===== config.mk =====
export PLATFORM = sky130hd
export DESIGN_NAME = key_conditioner_flat
export DESIGN_NICKNAME = d
export VERILOG_FILES = /design/src/rtl/key_conditioner_if.sv /design/src/rtl/key_conditioner.sv /design/src/flat_wrapper.sv
export SDC_FILE = /design/constraint.sdc
export NUM_CORES = 1
export LEC_CHECK = 0
export ABC_AREA = 1
export CAP_MARGIN = 10
export CORE_ASPECT_RATIO = 1.4
export CORE_MARGIN = 2
export CORE_UTILIZATION = 60
export CTS_BUF_LIST = sky130_fd_sc_hd__clkbuf_4
export CTS_CLUSTER_SIZE = 40
export DETAILED_ROUTE_END_ITERATION = 6
export PLACE_DENSITY = 0.89
export SYNTH_ARGS = -nofsm -noshare
export SYNTH_HDL_FRONTEND = slang
export SYNTH_SLANG_ARGS = --single-unit

===== constraint.sdc =====
create_clock -name clk -period 5.6 [get_ports clk]
set_clock_uncertainty 0.2 [all_clocks]
set_input_delay 1.68 -clock clk [delete_from_list [all_inputs] [get_ports clk]]
set_output_delay 1.68 -clock clk [all_outputs]
set_load 0.005 [all_outputs]

===== src/rtl/key_conditioner_if.sv =====
// key_conditioner_if: raw key levels in, debounced levels and strobes out.
// Master drives the buttons, slave is the conditioner.
interface key_conditioner_if #(
  parameter int N_KEYS = 3
);
  logic [N_KEYS-1:0] key_n;
  logic [N_KEYS-1:0] level;
  logic [N_KEYS-1:0] pulse;

  modport master (
    output key_n,
    input  level,
    input  pulse
  );

  modport slave (
    input  key_n,
    output level,
    output pulse
  );
endinterface


===== src/rtl/key_conditioner.sv =====
// key_conditioner: per-key sync, debounce, press strobe and auto-repeat.
// Feeds set_min / set_hr / set_TMOD of the clock core.
module key_conditioner #(
  parameter int                N_KEYS           = 3,
  parameter int                DEBOUNCE_CYC     = 1_000_000,
  parameter int                REPEAT_DELAY_CYC = 25_000_000,
  parameter int                REPEAT_RATE_CYC  = 5_000_000,
  parameter logic [N_KEYS-1:0] REPEAT_MASK      = 3'b011
) (
  input logic               clk,
  input logic               rst,
  key_conditioner_if.slave  kif
);

  localparam int DB_W = $clog2(DEBOUNCE_CYC);
  localparam int RP_MAX =
    (REPEAT_DELAY_CYC > REPEAT_RATE_CYC) ?
    REPEAT_DELAY_CYC : REPEAT_RATE_CYC;
  localparam int RP_W = $clog2(RP_MAX);

  localparam logic [DB_W-1:0] DB_LAST =
    DB_W'(DEBOUNCE_CYC - 1);
  localparam logic [RP_W-1:0] RD_LAST =
    RP_W'(REPEAT_DELAY_CYC - 1);
  localparam logic [RP_W-1:0] RR_LAST =
    RP_W'(REPEAT_RATE_CYC - 1);

  typedef enum logic [1:0] {
    IDLE,
    DELAY,
    REPEAT
  } state_t;

  logic [N_KEYS-1:0] lvl_vec;
  logic [N_KEYS-1:0] pls_vec;

  for (genvar k = 0; k < N_KEYS; k++) begin : g_key
    logic [1:0]      sync_q;
    logic            synced;
    logic [DB_W-1:0] db_cnt;
    logic [DB_W-1:0] db_nxt;
    logic            lvl_q;
    logic            lvl_nxt;
    state_t          state_q;
    state_t          state_nxt;
    logic [RP_W-1:0] rp_cnt;
    logic [RP_W-1:0] rp_nxt;
    logic            pls_q;
    logic            pls_nxt;

    assign synced = ~sync_q[1];

    always_comb begin
      lvl_nxt = lvl_q;
      db_nxt  = '0;
      if (synced != lvl_q) begin
        if (db_cnt == DB_LAST) begin
          lvl_nxt = synced;
        end else begin
          db_nxt = db_cnt + 1'b1;
        end
      end
    end

    // FSM looks at next level so the press strobe lines up with level
    always_comb begin
      state_nxt = state_q;
      rp_nxt    = rp_cnt;
      pls_nxt   = 1'b0;
      unique case (state_q)
        IDLE: begin
          rp_nxt = '0;
          if (lvl_nxt && !lvl_q) begin
            pls_nxt = 1'b1;
            if (REPEAT_MASK[k]) begin
              state_nxt = DELAY;
            end
          end
        end
        DELAY: begin
          if (!lvl_nxt) begin
            state_nxt = IDLE;
            rp_nxt    = '0;
          end else if (rp_cnt == RD_LAST) begin
            pls_nxt   = 1'b1;
            rp_nxt    = '0;
            state_nxt = REPEAT;
          end else begin
            rp_nxt = rp_cnt + 1'b1;
          end
        end
        REPEAT: begin
          if (!lvl_nxt) begin
            state_nxt = IDLE;
            rp_nxt    = '0;
          end else if (rp_cnt == RR_LAST) begin
            pls_nxt = 1'b1;
            rp_nxt  = '0;
          end else begin
            rp_nxt = rp_cnt + 1'b1;
          end
        end
        default: begin
          state_nxt = IDLE;
          rp_nxt    = '0;
        end
      endcase
    end

    always_ff @(posedge clk or posedge rst) begin
      if (rst) begin
        sync_q  <= 2'b11;
        db_cnt  <= '0;
        lvl_q   <= 1'b0;
        state_q <= IDLE;
        rp_cnt  <= '0;
        pls_q   <= 1'b0;
      end else begin
        sync_q  <= {sync_q[0], kif.key_n[k]};
        db_cnt  <= db_nxt;
        lvl_q   <= lvl_nxt;
        state_q <= state_nxt;
        rp_cnt  <= rp_nxt;
        pls_q   <= pls_nxt;
      end
    end

    assign lvl_vec[k] = lvl_q;
    assign pls_vec[k] = pls_q;
  end

  assign kif.level = lvl_vec;
  assign kif.pulse = pls_vec;

endmodule


===== src/flat_wrapper.sv =====
// flat-port wrapper written by rule: the top's interface ports become plain ports
module key_conditioner_flat 
#(
  parameter int                N_KEYS           = 3,
  parameter int                DEBOUNCE_CYC     = 1_000_000,
  parameter int                REPEAT_DELAY_CYC = 25_000_000,
  parameter int                REPEAT_RATE_CYC  = 5_000_000,
  parameter logic [N_KEYS-1:0] REPEAT_MASK      = 3'b011
)
  (clk, rst, kif_key_n, kif_level, kif_pulse);
  key_conditioner_if #(.N_KEYS(N_KEYS)) kif_i ();
  input logic clk;
  input logic rst;
  input wire logic [$bits(kif_i.key_n)-1:0] kif_key_n;
  output wire logic [$bits(kif_i.level)-1:0] kif_level;
  output wire logic [$bits(kif_i.pulse)-1:0] kif_pulse;
  assign kif_i.key_n = kif_key_n;
  assign kif_level = kif_i.level;
  assign kif_pulse = kif_i.pulse;
  key_conditioner #(.N_KEYS(N_KEYS), .DEBOUNCE_CYC(DEBOUNCE_CYC), .REPEAT_DELAY_CYC(REPEAT_DELAY_CYC), .REPEAT_RATE_CYC(REPEAT_RATE_CYC), .REPEAT_MASK(REPEAT_MASK)) u_core (.clk(clk), .rst(rst), .kif(kif_i));
endmodule

==> impl_metrics.yaml <==
routing:
  routed.top_layer: "met4"
  antenna_left: 0
  post_drt_via_cell_ratio: 5.36
  wl_met2_mm: 7.25
  wl_met1_mm: 5.63
  drc: 0
  wl_met3_um: 491
  drtIter0Drc: 405
  vias: 5816
  totalWireLength_mm: 13.8
  first_pass_iters: 7
  wl_per_cell_um: 12.7
timing:
  worst_slack_ns: 2.21
  fin_setup_tns_ns: 0
  final.period_utilization_pct: 60.5
  rsz0062_at_grt: "no"
  fmax_mhz: 295
  final_hold_viol_count: 0
  fin_crit_ns: 3.39
  slew_headroom_pct: 55.9
  finalSetupViolations: 0
  slew_violations: 0
  hold_slack_ns: 0.156
  tightest_slew_ns: 0.662
setup_path:
  start_kind: "register"
  worstSetupPathType: "reg2out"
  cp_num_buf_inv: 1
  end_kind: "output port"
  crit_fanout: 5
  slowest_delay_ns: 0.53
  cpLargestDelayFamily: "buffers and inverters"
  crit_slowest_cell: "clkdlybuf4s50_1"
  critPathArrivalTime_ns: 1.51
  worst-path-stages: 1
  crit_chain: "clkdlybuf4s50_1"
  r2r_cells: 10
  crit_required_ns: 3.72
synth:
  avgSynthCellArea_um2: 7.68
  synth.largest_area_cell: "dfrtp_1"
  synth_cell_types: 37
  ys_seq_area_share_pct: 45.3
  synth_area_leaders: "dfrtp_1, nand2_1, nor2_1"
  synth.top_cell.area_share_pct: 43.0
  yosys_warnings: 0
  yosysMostFrequentCell: "nand2_1"
  ys_ff_latch: 126
  syn_area_mm2: 0.00698
  synth_fp_nets: 927
  synth_common_cells: "nand2_1, nor2_1, dfrtp_1, inv_1, nand3_1"
  synthCells: 909
  async_reset_ff_share_pct: 100
  synth_edf_count: 0
  ys.flop_type: "dfrtp_1"
pwr:
  pwr_density_cell_mw_per_mm2: 214
  cellLeakagePower_nw: 3.24
  p_total_w: 0.00160
  vdd_drop_max_mv: 0.145
die:
  dieHeight_um: 132
  die_x_um: 95.2
  fp.dieArea_mm2: 0.0125
  core_area_mm2: 0.0113
  initial_core_util_pct: 61.6
  io_pins: 11
  rows: 46
clock_network:
  cts_tree: "built"
  htreeDepth: 4
  path_clk_slew_ns: 0.12
  worstSkewPairLatency_ns: 0.54
  numCtsBuffers: 17
  postCtsHoldBufs: 0
  ctsResizeCount: 0
  post_cts_buffers: 0
  cts.sinks: 126
  cts_root_buffer: "clkbuf_4"
  max-clock-path-buffers: 2
placed_design:
  gp_congestion: 0.941
  hpwl_mm: 9.90
  pre_cts_slack_ns: 2.33
  io_buffers: 10
min_path:
  holdPathStages: 0
  hold_path.class: "reg2reg"
outcome:
  status: "finished, final reports clean"
global_routing:
  antenna_found_initial: 1
  grt_use_total_pct: 23.9
  grt_max_degree: 73
  grt_pass1_wl_mm: 24.1
  grt-ovfl-total: 0
  grt_pass1_vias: 5683
flow_run:
  drv_cap: 0
layout:
  drive_gt1_share_pct: 8.18
  fin_nets: 946
  synthToLayoutAreaGrowth_pct: 7.13
## registers in the layout, indices dropped and copies added (netlist names)
| register | cells |
|---|---|
| u_core.g_key.db_cnt | 60 |
| u_core.g_key.rp_cnt | 50 |
| u_core.g_key.sync_q | 6 |
| u_core.g_key.state_q | 4 |
| u_core.g_key.lvl_q | 3 |
| u_core.g_key.pls_q | 3 |
## per-stage QoR
| stage | utilization (%) | std cells | area (µm²) |
|---|---|---|---|
| 2_1_floorplan | - | 909 | 6980 |
| 3_3_place_gp | 63.4 | 1053 | 7190 |
| 3_5_place_dp | 63.4 | 1053 | 7190 |
| 4_1_cts | 66.0 | 1085 | 7480 |
| 5_1_grt | 66.0 | 1086 | 7480 |
| 6_report | 66.0 | 1086 | 7480 |
## cells by family (layout without fill, tap and decap cells)
group	after synthesis	count (layout)	synth area share, %
flops	126	126	45.3
simple gates	530	530	33.7
fa+ha+maj	13	13	2.33
buf+inv	127	159	7.60
xor+xnor	49	49	6.14
other cells	0	1	0
mux	1	1	0.143
compound gates	63	63	4.85
## metal layers
metal / GRT usage [%] / vias to the layer above
met4: 11.4 / 0
li1: - / 2940
met2: 41.2 / 137
met1: 27.9 / 2693
met3: 4.82 / 46
met5: 0 / -
## path summary, 6_finish.rpt
check                                          start                    endpoint  slack [ns]
setup / recovery               u_core.g_key[1].lvl_q                kif_level[1]        2.21
hold / removal             u_core.g_key[1].sync_q[0]   u_core.g_key[1].sync_q[1]        0.16
setup reg to reg           u_core.g_key[2].db_cnt[0]  u_core.g_key[2].db_cnt[14]        3.41
hold reg to reg            u_core.g_key[1].sync_q[0]   u_core.g_key[1].sync_q[1]        0.16
max in group asynchronous                        rst   u_core.g_key[1].sync_q[0]        2.97
min in group asynchronous                        rst       u_core.g_key[2].pls_q        1.38
## final cells by class
| cell class | instances | area (µm²) |
|---|---|---|
| timing repair buffer | 11 | 120 |
| clock buffer | 17 | 128 |
| tap | 144 | 180 |
| sequential | 126 | 3160 |
| multi-input combinational | 656 | 3290 |
| clock inverter | 15 | 160 |
| fill | 918 | 3860 |
| inverter | 116 | 438 |
| antenna | 1 | 2.50 |
## where the power goes
part            total, W  internal, W  switching (W)
Sequential      0.000924     0.000919     0.00000521
Clock           0.000633     0.000270       0.000364
Combinational  0.0000455    0.0000120      0.0000335
## cells in the final DEF, fill, tap and decap left out, types with 2 or more instances in the layout
cell / Yosys / layout
nand4_1: 27 / 27
o21ai_0: 23 / 23
dfrtp_1: 120 / 120
xor2_1: 36 / 36
bufinv_16: 0 / 2
nor3_1: 34 / 34
nand3_1: 60 / 60
clkbuf_4: 0 / 17
a21oi_1: 28 / 28
clkinv_2: 0 / 3
a31oi_1: 4 / 4
nor3b_1: 5 / 5
nor2_2: 20 / 20
xnor2_1: 13 / 13
clkinvlp_4: 0 / 2
nor4_1: 5 / 5
inv_6: 0 / 4
nor3_2: 2 / 2
nand2_2: 6 / 6
dfstp_2: 6 / 6
nand2_1: 180 / 180
nand2_4: 2 / 2
clkinv_4: 0 / 4
a211oi_1: 2 / 2
ha_1: 13 / 13
inv_1: 115 / 114
nor2_1: 178 / 178
clkdlybuf4s50_1: 0 / 10
nand3_2: 3 / 3
nand3b_1: 3 / 3
o21a_1: 3 / 3
(Power assumes the default switching activity.)
